[config.mk]
export PLATFORM = sky130hd
export DESIGN_NAME = gnn_job_ctrl
export DESIGN_NICKNAME = d
export VERILOG_FILES = /design/src/rtl/gnn_pkg.sv /design/src/rtl/gnn_job_ctrl_tag_fifo.sv /design/src/rtl/gnn_job_ctrl.sv
export SDC_FILE = /design/constraint.sdc
export NUM_CORES = 1
export LEC_CHECK = 0
export CAP_MARGIN = 20
export CORE_ASPECT_RATIO = 0.9
export CORE_MARGIN = 2
export CORE_UTILIZATION = 45
export CTS_BUF_LIST = sky130_fd_sc_hd__clkbuf_4
export CTS_CLUSTER_DIAMETER = 80
export DETAILED_ROUTE_END_ITERATION = 8
export GPL_TIMING_DRIVEN = 0
export PLACE_DENSITY = 0.74
export SLEW_MARGIN = 20
export SYNTH_ARGS = -nofsm -noshare
export SYNTH_HDL_FRONTEND = slang
export SYNTH_SLANG_ARGS = --single-unit
[constraint.sdc]
create_clock -name clk -period 10.71 [get_ports clk]
set_input_delay 2.142 -clock clk [delete_from_list [all_inputs] [get_ports clk]]
set_output_delay 2.142 -clock clk [all_outputs]
set_load 0.03 [all_outputs]
[src/rtl/gnn_pkg.sv]
// Shared types and constants for the GNN job controller.
// Latency: n/a (types, constants and a pure helper function only).
// Backpressure: n/a.
package gnn_pkg;

  localparam int NUM_WEIGHTS = 24;
  localparam int W_WIDTH     = 5;
  localparam int NOM_LATENCY = 5;

  typedef enum logic [1:0] {
    IDLE  = 2'd0,
    LOAD  = 2'd1,
    READY = 2'd2,
    ERR   = 2'd3
  } ctrl_state_t;

  typedef enum logic [1:0] {
    ERR_NONE     = 2'd0,
    ERR_TIMEOUT  = 2'd1,
    ERR_SPURIOUS = 2'd2,
    ERR_OVERFLOW = 2'd3
  } err_code_t;

  // Bank index of weight w_src,dst: layer 0 covers w0..3 -> w4..7,
  // layer 1 covers w4..7 -> w8..9 and sits above the 16 layer-0 entries.
  function automatic logic [4:0] weight_idx(input logic layer,
                                            input logic [3:0] src,
                                            input logic [3:0] dst);
    int idx;
    if (!layer) idx = 4 * (int'(dst) - 4) + int'(src);
    else        idx = 16 + 4 * (int'(dst) - 8) + (int'(src) - 4);
    return 5'(idx);
  endfunction

endpackage

[src/rtl/gnn_job_ctrl_tag_fifo.sv]
// In-flight tag FIFO holding {tag, issue timestamp} per outstanding job.
// Latency: head is the oldest entry, visible the cycle after its push.
// Backpressure: push is dropped when full unless a pop happens in the same cycle.
module tag_fifo #(
  parameter int DEPTH = 4,
  parameter int WIDTH = 10
) (
  input  logic                           clk,
  input  logic                           rst,
  input  logic                           push,
  input  logic                           pop,
  input  logic [WIDTH-1:0]               din,
  output logic [WIDTH-1:0]               head,
  output logic                           full,
  output logic                           empty,
  output logic [$clog2(DEPTH+1)-1:0]     count
);

  localparam int AW = $clog2(DEPTH);
  localparam int CW = $clog2(DEPTH+1);

  logic [WIDTH-1:0] mem [DEPTH];
  logic [AW-1:0]    rd_ptr;
  logic [AW-1:0]    wr_ptr;
  logic             do_push;
  logic             do_pop;

  // Pop is evaluated first so a full FIFO can take a push in the same cycle.
  assign do_pop  = pop && !empty;
  assign do_push = push && (!full || do_pop);
  assign full    = (count == CW'(DEPTH));
  assign empty   = (count == '0);
  assign head    = mem[rd_ptr];

  // Pointer and occupancy tracking.
  always_ff @(posedge clk) begin
    if (rst) begin
      rd_ptr <= '0;
      wr_ptr <= '0;
      count  <= '0;
    end else begin
      if (do_pop)  rd_ptr <= rd_ptr + 1'b1;
      if (do_push) wr_ptr <= wr_ptr + 1'b1;
      count <= count + CW'(do_push) - CW'(do_pop);
    end
  end

  // Storage; contents are only meaningful between push and pop.
  always_ff @(posedge clk) begin
    if (do_push) mem[wr_ptr] <= din;
  end

  // An overflowing push would silently lose a job tag.
  always_ff @(posedge clk) begin
    if (!rst) assert (!(push && full && !pop));
  end

endmodule

[src/rtl/gnn_job_ctrl.sv]
// Job scheduler and weight-bank controller for the 4-node 2-layer GNN datapath.
// Latency: dp_in_ready 1 cycle after job accept; res_valid 1 cycle after dp_out_ready.
// Backpressure: job_ready drops at MAX_INFLIGHT or outside READY; wr_ready drops while jobs are in flight.
module gnn_job_ctrl
  import gnn_pkg::*;
#(
  parameter int MAX_INFLIGHT = 4,
  parameter int TAG_W        = 4,
  parameter int TIMEOUT      = 16,
  parameter int TS_W         = 6
) (
  input  logic                                clk,
  input  logic                                rst,
  input  logic                                wr_valid,
  output logic                                wr_ready,
  input  logic [4:0]                          wr_addr,
  input  logic [W_WIDTH-1:0]                  wr_data,
  input  logic                                cfg_commit,
  output logic                                weights_valid,
  output logic [NUM_WEIGHTS*W_WIDTH-1:0]      w_bank,
  input  logic                                job_valid,
  input  logic [TAG_W-1:0]                    job_tag,
  output logic                                job_ready,
  output logic                                dp_in_ready,
  input  logic                                dp_out_ready,
  output logic                                res_valid,
  output logic [TAG_W-1:0]                    res_tag,
  output logic [$clog2(MAX_INFLIGHT+1)-1:0]   inflight,
  output logic                                err,
  output logic [1:0]                          err_code
);

  localparam int ENT_W = TAG_W + TS_W;

  ctrl_state_t                          state, state_nxt;
  err_code_t                            err_code_q;
  logic [NUM_WEIGHTS-1:0][W_WIDTH-1:0]  bank;
  logic [TS_W-1:0]                      ts_now, head_ts, age;
  logic [TAG_W-1:0]                     head_tag;
  logic [ENT_W-1:0]                     head;
  logic                                 fifo_full, fifo_empty, armed;
  logic                                 in_err, wr_acc, job_acc;
  logic                                 to_err, sp_err, err_now, push, pop;

  assign in_err   = (state == ERR);
  assign wr_acc   = wr_valid && wr_ready;
  assign job_acc  = job_valid && job_ready;
  assign {head_tag, head_ts} = head;
  assign age      = ts_now - head_ts;

  // Completions before the first post-reset issue belong to discarded jobs.
  assign to_err   = !in_err && !fifo_empty && (age > TS_W'(TIMEOUT));
  assign sp_err   = !in_err && armed && dp_out_ready && fifo_empty;
  assign err_now  = to_err || sp_err;
  assign push     = job_acc && !err_now;
  assign pop      = dp_out_ready && !fifo_empty && !in_err && !err_now;
  assign w_bank   = bank;
  assign err_code = err_code_q;

  tag_fifo #(
    .DEPTH (MAX_INFLIGHT),
    .WIDTH (ENT_W)
  ) u_tag_fifo (
    .clk   (clk),
    .rst   (rst),
    .push  (push),
    .pop   (pop),
    .din   ({job_tag, ts_now}),
    .head  (head),
    .full  (fifo_full),
    .empty (fifo_empty),
    .count (inflight)
  );

  // Next state and handshake readies; a write with commit in LOAD ends in READY.
  always_comb begin
    state_nxt = state;
    wr_ready  = 1'b0;
    job_ready = 1'b0;
    case (state)
      IDLE: begin
        wr_ready = fifo_empty;
        if (wr_valid && fifo_empty) state_nxt = LOAD;
      end
      LOAD: begin
        wr_ready = fifo_empty;
        if (cfg_commit) state_nxt = READY;
      end
      READY: begin
        wr_ready  = fifo_empty;
        job_ready = !fifo_full;
        if (wr_valid && fifo_empty) state_nxt = LOAD;
      end
      default: state_nxt = ERR;
    endcase
    if (err_now) state_nxt = ERR;
  end

  // State register.
  always_ff @(posedge clk) begin
    if (rst) state <= IDLE;
    else     state <= state_nxt;
  end

  // Weight bank and commit flag; out-of-range addresses are accepted but dropped.
  always_ff @(posedge clk) begin
    if (rst) begin
      bank          <= '0;
      weights_valid <= 1'b0;
    end else begin
      if (wr_acc) begin
        weights_valid <= 1'b0;
        if (wr_addr < 5'(NUM_WEIGHTS)) bank[wr_addr] <= wr_data;
      end
      if (state == LOAD && cfg_commit) weights_valid <= 1'b1;
    end
  end

  // Timestamp, issue pulse and result pulse.
  always_ff @(posedge clk) begin
    if (rst) begin
      ts_now      <= '0;
      armed       <= 1'b0;
      dp_in_ready <= 1'b0;
      res_valid   <= 1'b0;
      res_tag     <= '0;
    end else begin
      ts_now      <= ts_now + 1'b1;
      dp_in_ready <= push;
      res_valid   <= pop;
      if (push) armed   <= 1'b1;
      if (pop)  res_tag <= head_tag;
    end
  end

  // Sticky error capture; only the first error is recorded.
  always_ff @(posedge clk) begin
    if (rst) begin
      err        <= 1'b0;
      err_code_q <= ERR_NONE;
    end else if (err_now) begin
      err <= 1'b1;
      if (to_err) err_code_q <= ERR_TIMEOUT;
      else        err_code_q <= ERR_SPURIOUS;
    end
  end

endmodule

After elaboration in Yosys (flattened, before gate mapping)
Memories as Yosys holds them, arrays and structs flattened. A register that Yosys moved wholly into a read port is not among the register bits.
Cells that the tools add are included.
{ "word_totals": {"memories": 1, "out_inout_bits": 135, "ram_bits": 40, "reg_bits": 146} }
{ "op_classes": {"n_reduce_logical": 29, "n_mux": 16, "n_addsub": 6, "eq_ne": 6, "magnitude_cmp": 4} }
{ "mem_list": {"columns": ["name", "words", "width", "rd", "rd_clocked_by_memory_dff", "wr", "line_no", "text"], "rows": [
  ["u_tag_fifo.mem", 4, 10, 1, 1, 1, "gnn_job_ctrl_tag_fifo.sv:22", "logic [WIDTH-1:0] mem [DEPTH];"]
]} }
{ "ops": {"columns": ["op", "count"], "rows": [
  ["$bwmux W120", 1],
  ["$demux W5 S5", 1],
  ["$logic_and A1 B1 Y1", 16],
  ["$mux W2", 6],
  ["$add A6 B1 Y6 const B", 1],
  ["$gt A6 B5 Y1 const B", 1],
  ["$lt A5 B6 Y1 const B", 1],
  ["$mux W1", 6],
  ["$sub A6 B6 Y6", 1],
  ["$ge A5 B1 Y1 const B", 1],
  ["$lt A5 B5 Y1 const B", 1],
  ["$mux W5", 1],
  ["$add A2 B1 Y2 const B", 2],
  ["$eq A2 B2 Y1 const B", 2],
  ["$logic_not A1 Y1", 4],
  ["$pmux W2 S2", 1],
  ["$reduce_and A2 Y1", 2],
  ["$add A3 B1 Y3", 1],
  ["$eq A3 B3 Y1 const B", 1],
  ["$logic_not A3 Y1", 1],
  ["$ne A3 B1 Y1 const B", 1],
  ["$ne A3 B3 Y1 const B", 1],
  ["$reduce_or A3 Y1", 1],
  ["$sub A3 B1 Y3", 1],
  ["other kinds (5)", 6]
]} }

Longest topological paths before layout
{ "logic_depth": {"depth_word": 13, "depth_mapped": 15} }

Hierarchy
Synthesis repeated with hierarchy kept, for this count alone.
{ "hier_totals": {"cells_unflattened": 744, "area_unflattened_um2": 7355.8} }
{ "by_module_without_submodules": {"columns": ["mod", "area_per_inst_um2", "n_inst", "cells_per_inst"], "rows": [
  ["gnn_job_ctrl", 5421.4, 1, 645],
  ["tag_fifo", 1934.4, 1, 99]
]} }

Worst setup path after synthesis
OpenSTA, ideal clock, no wires.
{ "synth_path": {"kind": "input-to-reg", "startpoint": "input port dp_out_ready", "endpoint": "register u_tag_fifo.count[2]", "required_ps": 10582, "path_stages": 9, "t_arrival_ps": 3688, "slack_ps": 6895, "cell_sequence": "nand2_1 > a221oi_4 > ha_1 > inv_1 > ha_1 > fa_1 > xnor2_1 > xnor2_1 > nor2_1"} }
{ "synth_between": {"elab_chain_len": 10, "elab_cells_between_ends": 13, "cone_classes": "add/sub (2); reduce/logical (11)"} }
{ "synth_lines": {"columns": ["element", "line_no", "text"], "rows": [
  ["start: declaration", "gnn_job_ctrl.sv:25", "input logic dp_out_ready,"],
  ["$logic_and A1 B1 Y1 (2 in a row)", "gnn_job_ctrl.sv:53", "assign sp_err = !in_err && armed && dp_out_ready && fifo_empty;"],
  ["$logic_or A1 B1 Y1", "gnn_job_ctrl.sv:54", "assign err_now = to_err || sp_err;"],
  ["$logic_not A1 Y1", "gnn_job_ctrl.sv:56", "assign pop = dp_out_ready && !fifo_empty && !in_err && !err_now;"],
  ["$logic_and A1 B1 Y1 (*)", "gnn_job_ctrl.sv:56", null],
  ["$logic_and A1 B1 Y1 (*)", "gnn_job_ctrl_tag_fifo.sv:29", "assign do_pop = pop && !empty;"],
  ["named net u_tag_fifo.do_pop", "gnn_job_ctrl_tag_fifo.sv:26", "logic do_pop;"],
  ["$logic_or A1 B1 Y1", "gnn_job_ctrl_tag_fifo.sv:30", "assign do_push = push && (!full || do_pop);"],
  ["$logic_and A1 B1 Y1", "gnn_job_ctrl_tag_fifo.sv:30", null],
  ["$add A3 B1 Y3", "gnn_job_ctrl_tag_fifo.sv:44", "count <= count + CW'(do_push) - CW'(do_pop);"],
  ["$sub A3 B1 Y3 (*)", "gnn_job_ctrl_tag_fifo.sv:44", null],
  ["end signal: assignment", "gnn_job_ctrl_tag_fifo.sv:44", null],
  ["end: declaration", "gnn_job_ctrl_tag_fifo.sv:16", "output logic [$clog2(DEPTH+1)-1:0] count"]
]} }
The timed path passes the listed nets; every way through them passes the cells marked *.
A chain may end at the register's enable or synchronous reset.

Worst setup path after layout
{ "layout_path": {"startpoint": "register u_tag_fifo.count[0]", "endpoint": "output port wr_ready"} }
{ "layout_between": {"elab_chain_len": 2} }
{ "layout_lines": {"columns": ["element", "line_no", "text"], "rows": [
  ["$logic_not A3 Y1", "gnn_job_ctrl_tag_fifo.sv:32", "assign empty = (count == '0);"],
  ["$mux W1", "gnn_job_ctrl.sv:80", "case (state)"],
  ["end: declaration", "gnn_job_ctrl.sv:15", "output logic wr_ready,"]
]} }
Every way passes these cells.

==> flow_summary_export.csv <==
group,metric,value,unit
clocking,clkLatencyLatePin,0.59,ns
global_routing,antenna_found_initial,1,
clocking,clockBufferDepth,2,
logic_synthesis,synth.area.top_cells,"dfxtp_1, edfxtp_1, a21oi_1",
layout,drive_above_1_share,4.26,%
layout,stdcell_area,0.00939,mm^2
detailed_routing,vias,6419,
clocking,post_cts_buffers,0,
worst_setup_path,reg2reg_slack,6.46,ns
layout,areaGrowthSynthToFinish,27.5,%
global_routing,grt_overflow,0,
sta,hold_ws,0.464,ns
detailed_routing,wl_per_cell,17.2,um
power,max-vdd-ir-drop,0.000122,V
sta,clock_skew,0.0202,ns
logic_synthesis,syn-cell-area,0.00737,mm^2
worst_hold_path,min-delay-start,"w_bank[103]$_SDFFE_PP0P_",
clocking,path_clk_slew,0.16,ns
clocking,cts_buffers,17,
logic_synthesis,synth_edf_count,40,
detailed_routing,drcViolationCount,0,
power,p_total,0.00142,W
logic_synthesis,ys.flop_type,"dfxtp_1",
sta,worstMarginPinSlew,0.810,ns
placement,placed_cell_area,0.00914,mm^2
placement,gp_congestion,0.833,
logic_synthesis,yosysMostFrequentCell,"nand2_1",
floorplan,die_y,125,um
worst_hold_path,worstHoldPathCells,2,
logic_synthesis,ys_types,40,
worst_setup_path,cp_top_family,"buffers and inverters",
detailed_routing,routed_wl,20200,um
logic_synthesis,seq_area_frac_synth,56.5,%
sta,maxSlewHeadroom,46.0,%
flow_run,max_cap_viol_count,0,
logic_synthesis,syn_avg_cell_area,9.46,um^2
detailed_routing,via_per_inst,5.49,
clocking,cts_num_sinks,188,
placement,port_buffers,151,
logic_synthesis,ys_ff_latch,188,
logic_synthesis,synth_nets,813,
sta,timing.fmax,229,MHz
worst_hold_path,hp-class,"flop to flop",
clocking,ctsHoldBuffers,0,
logic_synthesis,synth_top_family_by_area,"simple AND/OR/NAND/NOR gates",
worst_setup_path,crit_required,8.57,ns
sta,drv_slew,0,
worst_setup_path,cp-start-kind,"flop",
detailed_routing,drt_iter0_drc,459,
worst_setup_path,cp-end-kind,"output port",
power,p_leak,3.01,nW
global_routing,track_usage,23.1,%
floorplan,die_w,139,um
logic_synthesis,synth_compound_gate_area_share,10.3,%
worst_setup_path,reg2reg_depth,15,
logic_synthesis,synthAdderAreaFrac,2.58,%
worst_setup_path,cp_slowest_cell,"clkdlybuf4s50_1",
worst_setup_path,max_stage_delay,0.68,ns
layout,finalNetCount,983,
logic_synthesis,ys_warn_count,0,
run_status,outcome,"finished clean",
placement,dp_hpwl,14200,um
worst_setup_path,path_cells,"nor3_1 > and2_1 > clkdlybuf4s50_1",
worst_setup_path,cp_num_buf_inv,1,
logic_synthesis,yosysTopAreaCellShare,40.2,%
sta,rsz0062_at_grt,"false",
clocking,cts_tree,"built",
detailed_routing,drt_pass1_iterations,5,
sta,fin_crit,4.37,ns
power,power_density,151,mW/mm^2
logic_synthesis,postSynthCellCount,779,
clocking,htreeDepth,4,
detailed_routing,detail-route-antenna-nets,0,
sta,report.final.hold_viol_count,0,
logic_synthesis,synth_commonest_cells,"nand2_1, dfxtp_1, a21oi_1",
floorplan,start_util,45.8,%
logic_synthesis,synth-simple-area-share,21.0,%
floorplan,die_area,0.0174,mm^2
worst_setup_path,worst-setup-path-type,"flop to output port",
logic_synthesis,synth_xor_area_share,1.29,%
worst_hold_path,worstHoldEndpoint,"w_bank[103]$_SDFFE_PP0P_",
global_routing,grt_pass1_vias,5803,
sta,min_period_over_period,40.8,%
worst_setup_path,reg2reg_to,"u_tag_fifo.count[2]$_SDFF_PP0_",
global_routing,grt_max_degree,17,
clocking,cts-root-buf,"clkbuf_4",
layout,multi_input_area,0.00295,mm^2
sta,timing.setup.tns,0,ns
layout,seq_area,0.00416,mm^2
worst_setup_path,arrival,2.23,ns
floorplan,rows,44,
logic_synthesis,synthArstFlopShare,0,%
layout,fillers,1438,
logic_synthesis,synth.largest_area_cell,"dfxtp_1",
floorplan,io-pin-count,155,
floorplan,core_area,0.0161,mm^2
global_routing,grt_first_pass_wirelength,31500,um
clocking,ctsResizeCount,0,
logic_synthesis,yosys-mux-area-fraction,4.53,%
worst_setup_path,cp_max_fo,5,
sta,setup_viol,0,
==> kinds of logic after synthesis <==
logic type,Yosys count
AOI/OAI and AO/OA,142
buffers and inverters,72
adders and majority gates,14
xor gates and xnor gates,10
DFF,188
muxes,17
and+or+nand+nor,336
==> area by class of cell <==
cell class                      count  area share (%)
Multi-Input combinational cell    519            31.4
Buffer                             57            2.37
Antenna cell                        1          0.0266
Clock inverter                     14            1.01
Inverter                           15           0.600
Clock buffer                       18            1.44
Timing Repair Buffer              151            16.1
Sequential cell                   188            44.3
Tap cell                          207            2.76
==> sequential cells by signal, indices dropped and copies added (netlist names), named ones only <==
register,cells
ts_now,6
u_tag_fifo.wr_ptr,2
err_code,2
state,2
dp_in_ready,1
res_tag,4
weights_valid,1
armed,1
res_valid,1
u_tag_fifo.mem,40
err,1
w_bank,120
u_tag_fifo.rd_ptr,2
u_tag_fifo.count,3
==> per-layer routing <==
layer  routed length (um)  GRT usage (%)  part of all wire (%)
met2                 8810           34.6                    44
met1                 9330           33.0                    46
met3                 1580           5.90                   7.9
met4                  452           7.66                   2.2
met5                    0              0                     0
==> tightest hold or removal path, stage by stage, from the launching register on <==
cell and delay (ns):
dfxtp_1 0.34, nand2_1 0.05, a21oi_1 0.05
==> power by group <==
part	switching (W)	internal, W	leakage, nW
sequential	0.0000208	0.000753	1.56
clock	0.000245	0.0000938	0.120
combinational	0.000194	0.000113	1.33
total	0.000460	0.000960	3.01
==> stage by stage <==
step / utilization [%] / cells / worst slack, ns
final: 58.4 / 1170 / 6.34
after global routing: 58.4 / 1170 / 6.17
after CTS: 58.3 / 1169 / 6.29
after detailed placement: 56.8 / 1137 / 6.11
after global placement: 56.8 / 1137 / 6.15
after floorplan: - / 779 / 6.89
==> layout by cell type (no fill, tap or decap), types with 12 or more instances in the layout <==
cell type / count
a21oi_1: 129
clkdlybuf4s50_1: 151
clkbuf_1: 54
edfxtp_1: 40
dfxtp_1: 148
nand2_1: 150
nand3_1: 126
clkbuf_4: 18
inv_1: 15
ha_1: 12
nor2_1: 20
==> how the worst max path moves through the flow <==
| stage | to | slack [ns] | from | depth (start not counted) |
|---|---|---|---|---|
| floorplan | u_tag_fifo.count[2]$_SDFF_PP0_ | 6.89 | dp_out_ready | 9 |
| global placement | u_tag_fifo.count[2]$_SDFF_PP0_ | 6.15 | dp_out_ready | 10 |
| detailed placement | u_tag_fifo.count[2]$_SDFF_PP0_ | 6.11 | dp_out_ready | 10 |
| CTS | wr_ready | 6.29 | u_tag_fifo.count[1]$_SDFF_PP0_ | 3 |
| global route | wr_ready | 6.17 | u_tag_fifo.count[1]$_SDFF_PP0_ | 3 |
| finish | wr_ready | 6.34 | u_tag_fifo.count[0]$_SDFF_PP0_ | 3 |
(Power assumes the default switching activity.)
